`src/rtl/dna_readout_if.sv`:
```
// Register-bank read port of dna_readout: level request, word select,
// one-cycle acknowledge and held read data.
interface dna_readout_if;
    logic        req_i;
    logic [1:0]  addr_i;
    logic        ack_o;
    logic [31:0] data_o;

    modport master (output req_i, output addr_i, input ack_o, input data_o);
    modport slave  (input req_i, input addr_i, output ack_o, output data_o);
endinterface

```
`src/rtl/dna_readout.sv`:
```
// Qualifies, locks and serves the device DNA as 32-bit register words.
// Optional CRC-8 over the locked value: define DNA_READOUT_CRC_EN.
module dna_readout #(
    parameter int DNA_LENGTH    = 57,
    parameter int STABLE_CYCLES = 4
) (
    input  logic                  clock,
    input  logic                  reset,
    input  logic [DNA_LENGTH-1:0] dna_i,
    dna_readout_if.slave          bus,
    output logic                  dna_valid_o,
    output logic [DNA_LENGTH-1:0] dna_o,
    output logic [7:0]            crc_o
);

    typedef enum logic [1:0] {IDLE, QUALIFY, CRC, LOCKED} state_t;

    localparam logic [3:0]  LAST_STABLE = 4'(STABLE_CYCLES - 1);
    localparam logic [31:0] ID_WORD     = 32'hD1A0_0001;

    state_t                  state, state_n;
    logic [DNA_LENGTH-1:0]   held, held_n, dna_n;
    logic [3:0]              count, count_n;
    logic                    valid_n;
    logic                    req_q;
    logic                    req_edge;
    logic [63:0]             dna_ext;
    logic [31:0]             rd_data;

`ifdef DNA_READOUT_CRC_EN
    localparam logic [5:0] LAST_BIT = 6'(DNA_LENGTH - 1);

    logic [5:0] bit_cnt, bit_cnt_n;
    logic [7:0] crc_acc, crc_acc_n, crc_n, crc_step;

    // CRC-8, poly 0x07, MSB first, one message bit per call
    function automatic logic [7:0] crc8_step(input logic [7:0] c, input logic b);
        logic fb;
        fb = c[7] ^ b;
        return {c[6:0], 1'b0} ^ (fb ? 8'h07 : 8'h00);
    endfunction
`endif

    always_comb begin
        state_n = state;
        held_n  = held;
        count_n = count;
        dna_n   = dna_o;
        valid_n = dna_valid_o;
`ifdef DNA_READOUT_CRC_EN
        bit_cnt_n = bit_cnt;
        crc_acc_n = crc_acc;
        crc_n     = crc_o;
        crc_step  = crc_acc;
`endif
        case (state)
            IDLE: begin
                if (dna_i != '0) begin
                    held_n  = dna_i;
                    count_n = 4'd1;
                    state_n = QUALIFY;
                end
            end
            QUALIFY: begin
                if (dna_i == '0) begin
                    count_n = 4'd0;
                    state_n = IDLE;
                end else if (dna_i != held) begin
                    held_n  = dna_i;
                    count_n = 4'd1;
                end else begin
                    count_n = count + 4'd1;
                    if (count == LAST_STABLE) begin
                        dna_n = held;
`ifdef DNA_READOUT_CRC_EN
                        bit_cnt_n = 6'd0;
                        crc_acc_n = 8'h00;
                        state_n   = CRC;
`else
                        valid_n = 1'b1;
                        state_n = LOCKED;
`endif
                    end
                end
            end
            CRC: begin
`ifdef DNA_READOUT_CRC_EN
                crc_step  = crc8_step(crc_acc, dna_o[LAST_BIT - bit_cnt]);
                crc_acc_n = crc_step;
                bit_cnt_n = bit_cnt + 6'd1;
                if (bit_cnt == LAST_BIT) begin
                    crc_n   = crc_step;
                    valid_n = 1'b1;
                    state_n = LOCKED;
                end
`else
                state_n = IDLE;
`endif
            end
            LOCKED: begin
                // dna_i is deliberately ignored once locked
            end
            default: state_n = IDLE;
        endcase
    end

    always_ff @(posedge clock) begin
        if (reset) begin
            state       <= IDLE;
            held        <= '0;
            count       <= 4'd0;
            dna_o       <= '0;
            dna_valid_o <= 1'b0;
        end else begin
            state       <= state_n;
            held        <= held_n;
            count       <= count_n;
            dna_o       <= dna_n;
            dna_valid_o <= valid_n;
        end
    end

`ifdef DNA_READOUT_CRC_EN
    always_ff @(posedge clock) begin
        if (reset) begin
            bit_cnt <= 6'd0;
            crc_acc <= 8'h00;
            crc_o   <= 8'h00;
        end else begin
            bit_cnt <= bit_cnt_n;
            crc_acc <= crc_acc_n;
            crc_o   <= crc_n;
        end
    end
`else
    assign crc_o = 8'h00;
`endif

    // Read port: registered mux of the current registers, one ack per req rising edge
    assign req_edge = bus.req_i & ~req_q;
    assign dna_ext  = 64'(dna_o);

    always_comb begin
        rd_data = 32'd0;
        case (bus.addr_i)
            2'd0: if (dna_valid_o) rd_data = dna_ext[31:0];
            2'd1: if (dna_valid_o) rd_data = dna_ext[63:32];
            2'd2: rd_data = {dna_valid_o, 23'd0, crc_o};
            2'd3: rd_data = ID_WORD;
            default: rd_data = 32'd0;
        endcase
    end

    always_ff @(posedge clock) begin
        if (reset) begin
            req_q      <= 1'b0;
            bus.ack_o  <= 1'b0;
            bus.data_o <= 32'd0;
        end else begin
            req_q     <= bus.req_i;
            bus.ack_o <= req_edge;
            if (req_edge) bus.data_o <= rd_data;
        end
    end

endmodule

```
`src/flat_wrapper.sv`:
```
// flat-port wrapper written by rule: the top's interface ports become plain ports
module dna_readout_flat 
#(
    parameter int DNA_LENGTH    = 57,
    parameter int STABLE_CYCLES = 4
)
  (clock, reset, dna_i, dna_valid_o, dna_o, crc_o, bus_req_i, bus_addr_i, bus_ack_o, bus_data_o);
  dna_readout_if bus_i ();
  input  logic clock;
  input  logic reset;
  input  logic [DNA_LENGTH-1:0] dna_i;
  output logic dna_valid_o;
  output logic [DNA_LENGTH-1:0] dna_o;
  output logic [7:0] crc_o;
  input wire logic [$bits(bus_i.req_i)-1:0] bus_req_i;
  input wire logic [$bits(bus_i.addr_i)-1:0] bus_addr_i;
  output wire logic [$bits(bus_i.ack_o)-1:0] bus_ack_o;
  output wire logic [$bits(bus_i.data_o)-1:0] bus_data_o;
  assign bus_i.req_i = bus_req_i;
  assign bus_i.addr_i = bus_addr_i;
  assign bus_ack_o = bus_i.ack_o;
  assign bus_data_o = bus_i.data_o;
  dna_readout #(.DNA_LENGTH(DNA_LENGTH), .STABLE_CYCLES(STABLE_CYCLES)) u_core (.clock(clock), .reset(reset), .dna_i(dna_i), .bus(bus_i), .dna_valid_o(dna_valid_o), .dna_o(dna_o), .crc_o(crc_o));
endmodule
```
`config.mk`:
```
export PLATFORM = sky130hd
export DESIGN_NAME = dna_readout_flat
export DESIGN_NICKNAME = d
export VERILOG_FILES = /design/src/rtl/dna_readout_if.sv /design/src/rtl/dna_readout.sv /design/src/flat_wrapper.sv
export SDC_FILE = /design/constraint.sdc
export NUM_CORES = 1
export LEC_CHECK = 0
export ABC_CLOCK_PERIOD_IN_PS = 3200
export CAP_MARGIN = 10
export CORE_MARGIN = 2
export CORE_UTILIZATION = 40
export DETAILED_ROUTE_END_ITERATION = 12
export DONT_BUFFER_PORTS = 1
export GPL_ROUTABILITY_DRIVEN = 1
export PLACE_DENSITY_LB_ADDON = 0.1
export SLEW_MARGIN = 15
export SYNTH_ARGS = -nofsm -noshare
export SYNTH_HDL_FRONTEND = slang
export SYNTH_SLANG_ARGS = --single-unit
```
`constraint.sdc`:
```
create_clock -name clock -period 3.2 [get_ports clock]
set_clock_uncertainty 0.2 [all_clocks]
set_input_delay 0.8 -clock clock [delete_from_list [all_inputs] [get_ports clock]]
set_output_delay 0.8 -clock clock [all_outputs]
set_load 0.02 [all_outputs]
```
After elaboration in Yosys (flattened, before gate mapping)

Cells that the tools add are included.

Div/mod/pow operators: 0
Add/subtract/negate cells: 1
Equal/unequal tests: 12
Multiply operators: 0
Bitwise operators: 4
Reductions and logical operators: 10
$lt $le $gt $ge: 0
Mux-type cells: 16
Shift operators: 0

Operators by type and width:

| operator            | number |
|---|---|
| $mux 57             | 3 |
| $pmux 32 s4         | 1 |
| $pmux 57 s2         | 1 |
| $logic_not 57->1    | 1 |
| $ne 57x57->1        | 1 |
| $reduce_bool 57->1  | 1 |
| $mux 32             | 1 |
| $mux 25             | 1 |
| $mux 4              | 3 |
| $reduce_and 4->1    | 3 |
| $mux 2              | 4 |
| $pmux 4 s2          | 1 |
| $eq 2x2->1 const B  | 3 |
| $pmux 2 s3          | 1 |
| $add 4x1->4 const B | 1 |
| $eq 2x1->1 const B  | 2 |
| $eq 4x2->1 const B  | 1 |
| $logic_not 2->1     | 2 |
| $ne 2x1->1 const B  | 2 |
| $ne 3x1->1 const B  | 1 |
| $ne 3x2->1 const B  | 1 |
| $not 1->1           | 3 |
| $reduce_bool 3->1   | 1 |
| $ne 2x2->1 const B  | 1 |
| 3 further kinds     | 3 |

Bits in latches: 0
Memory bits (read-only): 0
RAM bits: 0
Output and inout port bits: 99
Logic and storage cells: 51
Register bits after elaboration: 155
Memories kept: 0

Depth between registers and ports, before layout

Word-level depth: 5
Gate-level depth with buffers: 9
Gate-level depth less buffers: 7

Worst setup path before layout

OpenSTA, ideal clock, no wires.

Path kind: input to register
Start point: in dna_i[0]
End point: reg u_core.held[10]
Data required time: 2.880 ns
Arrival: 2.181 ns
Buffers on the path: 3
Stages on the path: 9
Slack: 0.700 ns
Cells stage by stage: xnor2_1 > nand4_1 > nor4_1 > and4_1 > buf_4 > a21boi_2 > buf_6 > buf_6 > mux2i_1

Cells in the longest elaborated chain, start to end: 3

Ends and longest elaborated chain:

| what                                               | RTL line           | RTL |
|---|---|---|
| from (decl)                                        | flat_wrapper.sv:11 | `input logic [DNA_LENGTH-1:0] dna_i;` |
| $ne 57x57->1 (tied with other cells)               | dna_readout.sv:68  | `end else if (dna_i != held) begin` |
| $ne 2x1->1 (no line) or $ne 2x2->1 (tied branches) | -                  |  |
| $reduce_and 4->1 (no line) *                       | -                  |  |
| to (signal assigned)                               | dna_readout.sv:116 | `held <= held_n;` |
| to (decl)                                          | dna_readout.sv:22  | `logic [DNA_LENGTH-1:0] held, held_n, dna_n;` |

Every way passes the cells marked *; elsewhere a longest branch is shown, timed or not.
A chain may end at the register's enable or synchronous reset.

Final worst setup path

Start point: in dna_i[9]
End point: reg u_core.held[36]

The elaborated chain is that of the path after synthesis.

==> metrics.md <==
| Metric | Value |
|---|---|
| Layout area overhead | `10.92%` |
| Design Area, Final | `7851 um^2` |
| Detailed-route via count | `6085` |
| Distinct cells, synth | `42` |
| Vias per cell | `5.983` |
| Max Freq | `0.3473 GHz` |
| Port bufs | `0` |
| DRT Pass-1 Iters | `6` |
| Final Max Slew Viols | `0` |
| Final worst slack | `0.3204 ns` |
| FF-to-FF End | `u_core.dna_o[14]$_SDFFE_PP0P_` |
| Nets | `846` |
| Hold Path Origin | `u_core.req_q$_SDFF_PP0_` |
| Post-synth EDFFs | `0` |
| Final Non-Filler Cells | `1017` |
| Cells on worst reg2reg path | `7` |
| Worst R2R Setup Slack | `0.59 ns` |
| Clock sinks | `155` |
| Cells after synthesis | `813` |
| Util after Layout | `45.39%` |
| DP HPWL | `16370 um` |
| Placed inst area | `7241 um^2` |
| Top Layer Used | `met4` |
| Placed insts | `986` |
| # setup viols final | `0` |
| Setup_tns | `0 ns` |
| Vias in the first global route | `5595` |
| Pwr dens | `601.2 nW/um^2` |
| Overflow after GRT | `0` |
| Total power draw | `4.720 mW` |
| Slowest stage delay, CP | `0.69 ns` |
| 1st-iter DRT viols | `660` |
| Core box area | `17300 um^2` |
| CP max FO | `22` |
| Crit Path Class | `in2reg` |
| Share of post-route cells with drive strength above 1 | `7.071%` |
| Setup slack at placement | `-0.2167 ns` |
| CP startpoint kind | `primary input` |
| FILL cells | `1682` |
| Cell area after synthesis | `7078 um^2` |
| #FFs+latches synth | `155` |
| Final period utilization | `89.99%` |
| Crit. End Element | `flip-flop` |
| Gr usage total | `23.34%` |
| Worst-margin pin slew | `0.9117 ns` |
| Worst path slowest cell | `nor4_1` |
| Initial Util | `40.92%` |
| CP delay by family, top | `simple AND/OR/NAND/NOR gates` |
| Clk pin slew, worst setup/hold paths | `0.06 ns` |
| Worst-path cell chain | `nor4_1 -> and4_1 -> and4_1 -> nor2_1 -> a21boi_4 -> buf_12 -> mux2i_1` |
| Routed wl met3 | `1808 um` |
| Slew Limit Headroom | `39.18%` |
| N_diodes | `0` |
| Post-CTS setup buffer count | `0` |
| Routability cong. | `0.8890` |
| Worst vdd ir | `0.0003947 V` |
| CTS tree | `yes` |
| Post-Route M1 WL | `9737 um` |
| Most frequent cells in the layout | `dfxtp_1 (155), nand2_1 (126), nand4_1 (80), a21oi_1 (71), o21ai_0 (63)` |
| Buf/Inv on CP | `1` |
| Hold Slack | `0.2338 ns` |
| Final WL | `22320 um` |
| First-pass GRT wire length | `32750 um` |
| Initial antenna violation count | `0` |
| Die X | `137.0 um` |
| Yosys warns | `0` |
| FP Rows | `48` |
| Register area share after synthesis | `43.84%` |
| Root Buffer | `clkbuf_16` |
| DRC violation count after routing | `0` |
| Leak | `2.869 nW` |
| Final Critical Period | `2.880 ns` |
| Clk_lat worst skew | `0.43 ns` |
| Worst Hold Path EP | `u_core.bus.ack_o$_SDFF_PP0_` |
| Wire length per cell | `21.95 um` |
| Die area | `18770 um^2` |
| Die Y | `137.0 um` |
| Reg-to-Reg Start | `u_core.held[36]$_SDFFE_PP0P_` |
| Status | `finished, final reports clean` |
| RSZ-0062 raised after global routing | `false` |
| CP arrival | `2.99 ns` |
| Syn avg cell area | `8.706 um^2` |
| WL met2 | `10320 um` |
| CTS Hold Buffers Added | `0` |
| Post-cts repair resize count | `0` |
| Hold path depth | `1` |
| Post-route ant nets | `0` |
| Largest net degree at the start of global routing | `91` |
| Req. time, crit path | `3.31 ns` |
| Crit-path most repeated cell | `and4_1` |
| CTS max path bufs | `2` |
| Io pins | `161` |
| Worst min path class | `reg2reg` |
| Most common cell after layout, fill and taps aside | `dfxtp_1` |
| Max Cap Viol | `0` |
| Predominant post-synthesis flop cell | `dfxtp_1` |
| Async set-reset flop share out of synthesis | `0%` |
| Clock buffer count from CTS | `17` |
| Hold Violations, Final | `0` |
| H-tree depth | `4` |
==> worst max-delay path by stage <==
| stage | endpoint | depth (start not counted) | slack (ns) | start |
|---|---|---|---|---|
| after floorplan | u_core.held[10]$_SDFFE_PP0P_ | 9 | 0.70 | dna_i[0] |
| after global placement | u_core.held[39]$_SDFFE_PP0P_ | 7 | -0.18 | dna_i[9] |
| after global routing | u_core.held[11]$_SDFFE_PP0P_ | 7 | 0.24 | dna_i[9] |
| after detailed placement | u_core.held[42]$_SDFFE_PP0P_ | 7 | -0.22 | dna_i[9] |
| after CTS | u_core.held[47]$_SDFFE_PP0P_ | 7 | 0.25 | dna_i[9] |
| final | u_core.held[36]$_SDFFE_PP0P_ | 7 | 0.32 | dna_i[9] |
==> Yosys cell counts, drive strengths merged (5+ instances only) <==
master / number / area, um^2
nand3: 6 / 30.03
nand4: 80 / 500.5
nor2b: 5 / 31.28
mux2i: 57 / 570.6
and4: 6 / 52.55
clkbuf: 54 / 205.2
nand2: 126 / 473.0
o21ai: 63 / 315.3
nor3: 5 / 25.02
buf: 24 / 167.7
a22o: 7 / 61.31
a21oi: 71 / 355.3
a222oi: 21 / 210.2
xnor2: 57 / 499.2
nor4: 17 / 118.9
nor2: 26 / 97.59
dfxtp: 155 / 3103
==> registers in the layout, indices dropped and copies added (netlist names) <==
register / count
u_core.state: 2
u_core.count: 4
u_core.held: 57
u_core.bus.data_o: 32
u_core.dna_valid_o: 1
u_core.bus.ack_o: 1
u_core.dna_o: 57
u_core.req_q: 1
==> where the power goes <==
| part | internal [mW] | switching (mW) |
|---|---|---|
| Sequential | 2.01 | 0.102 |
| Clock | 1.29 | 0.807 |
| Combinational | 0.209 | 0.299 |
| Total | 3.51 | 1.21 |
==> routing by layer <==
layer  vias up  track usage, %
met1      2920           31.36
met2       249           35.88
met4         0           8.018
met5         -               0
met3        30           6.593
li1       2886               -
==> cells by family (layout without fill, tap and decap cells) <==
family	after synthesis	after routing	synth area share, %
mux	57	57	8.061
flops	155	155	43.84
other cells	1	8	0.05298
buf+inv	83	55	5.533
compound gates	171	171	14.51
fa+ha+maj	4	4	0.7071
simple gates	285	285	20.24
xor+xnor	57	57	7.053
==> layout make-up <==
cell class	count	area, um^2	area share [%]
Clock buffer	22	474.2	6.040
Clock inverter	9	136.4	1.737
Inverter	5	20.02	0.2550
Multi-Input combinational cell	582	3631	46.25
Sequential cell	155	3103	39.52
Tap cell	225	281.5	3.586
Timing Repair Buffer	19	205.2	2.614
Note: power is estimated with default switching activity, not from simulation.
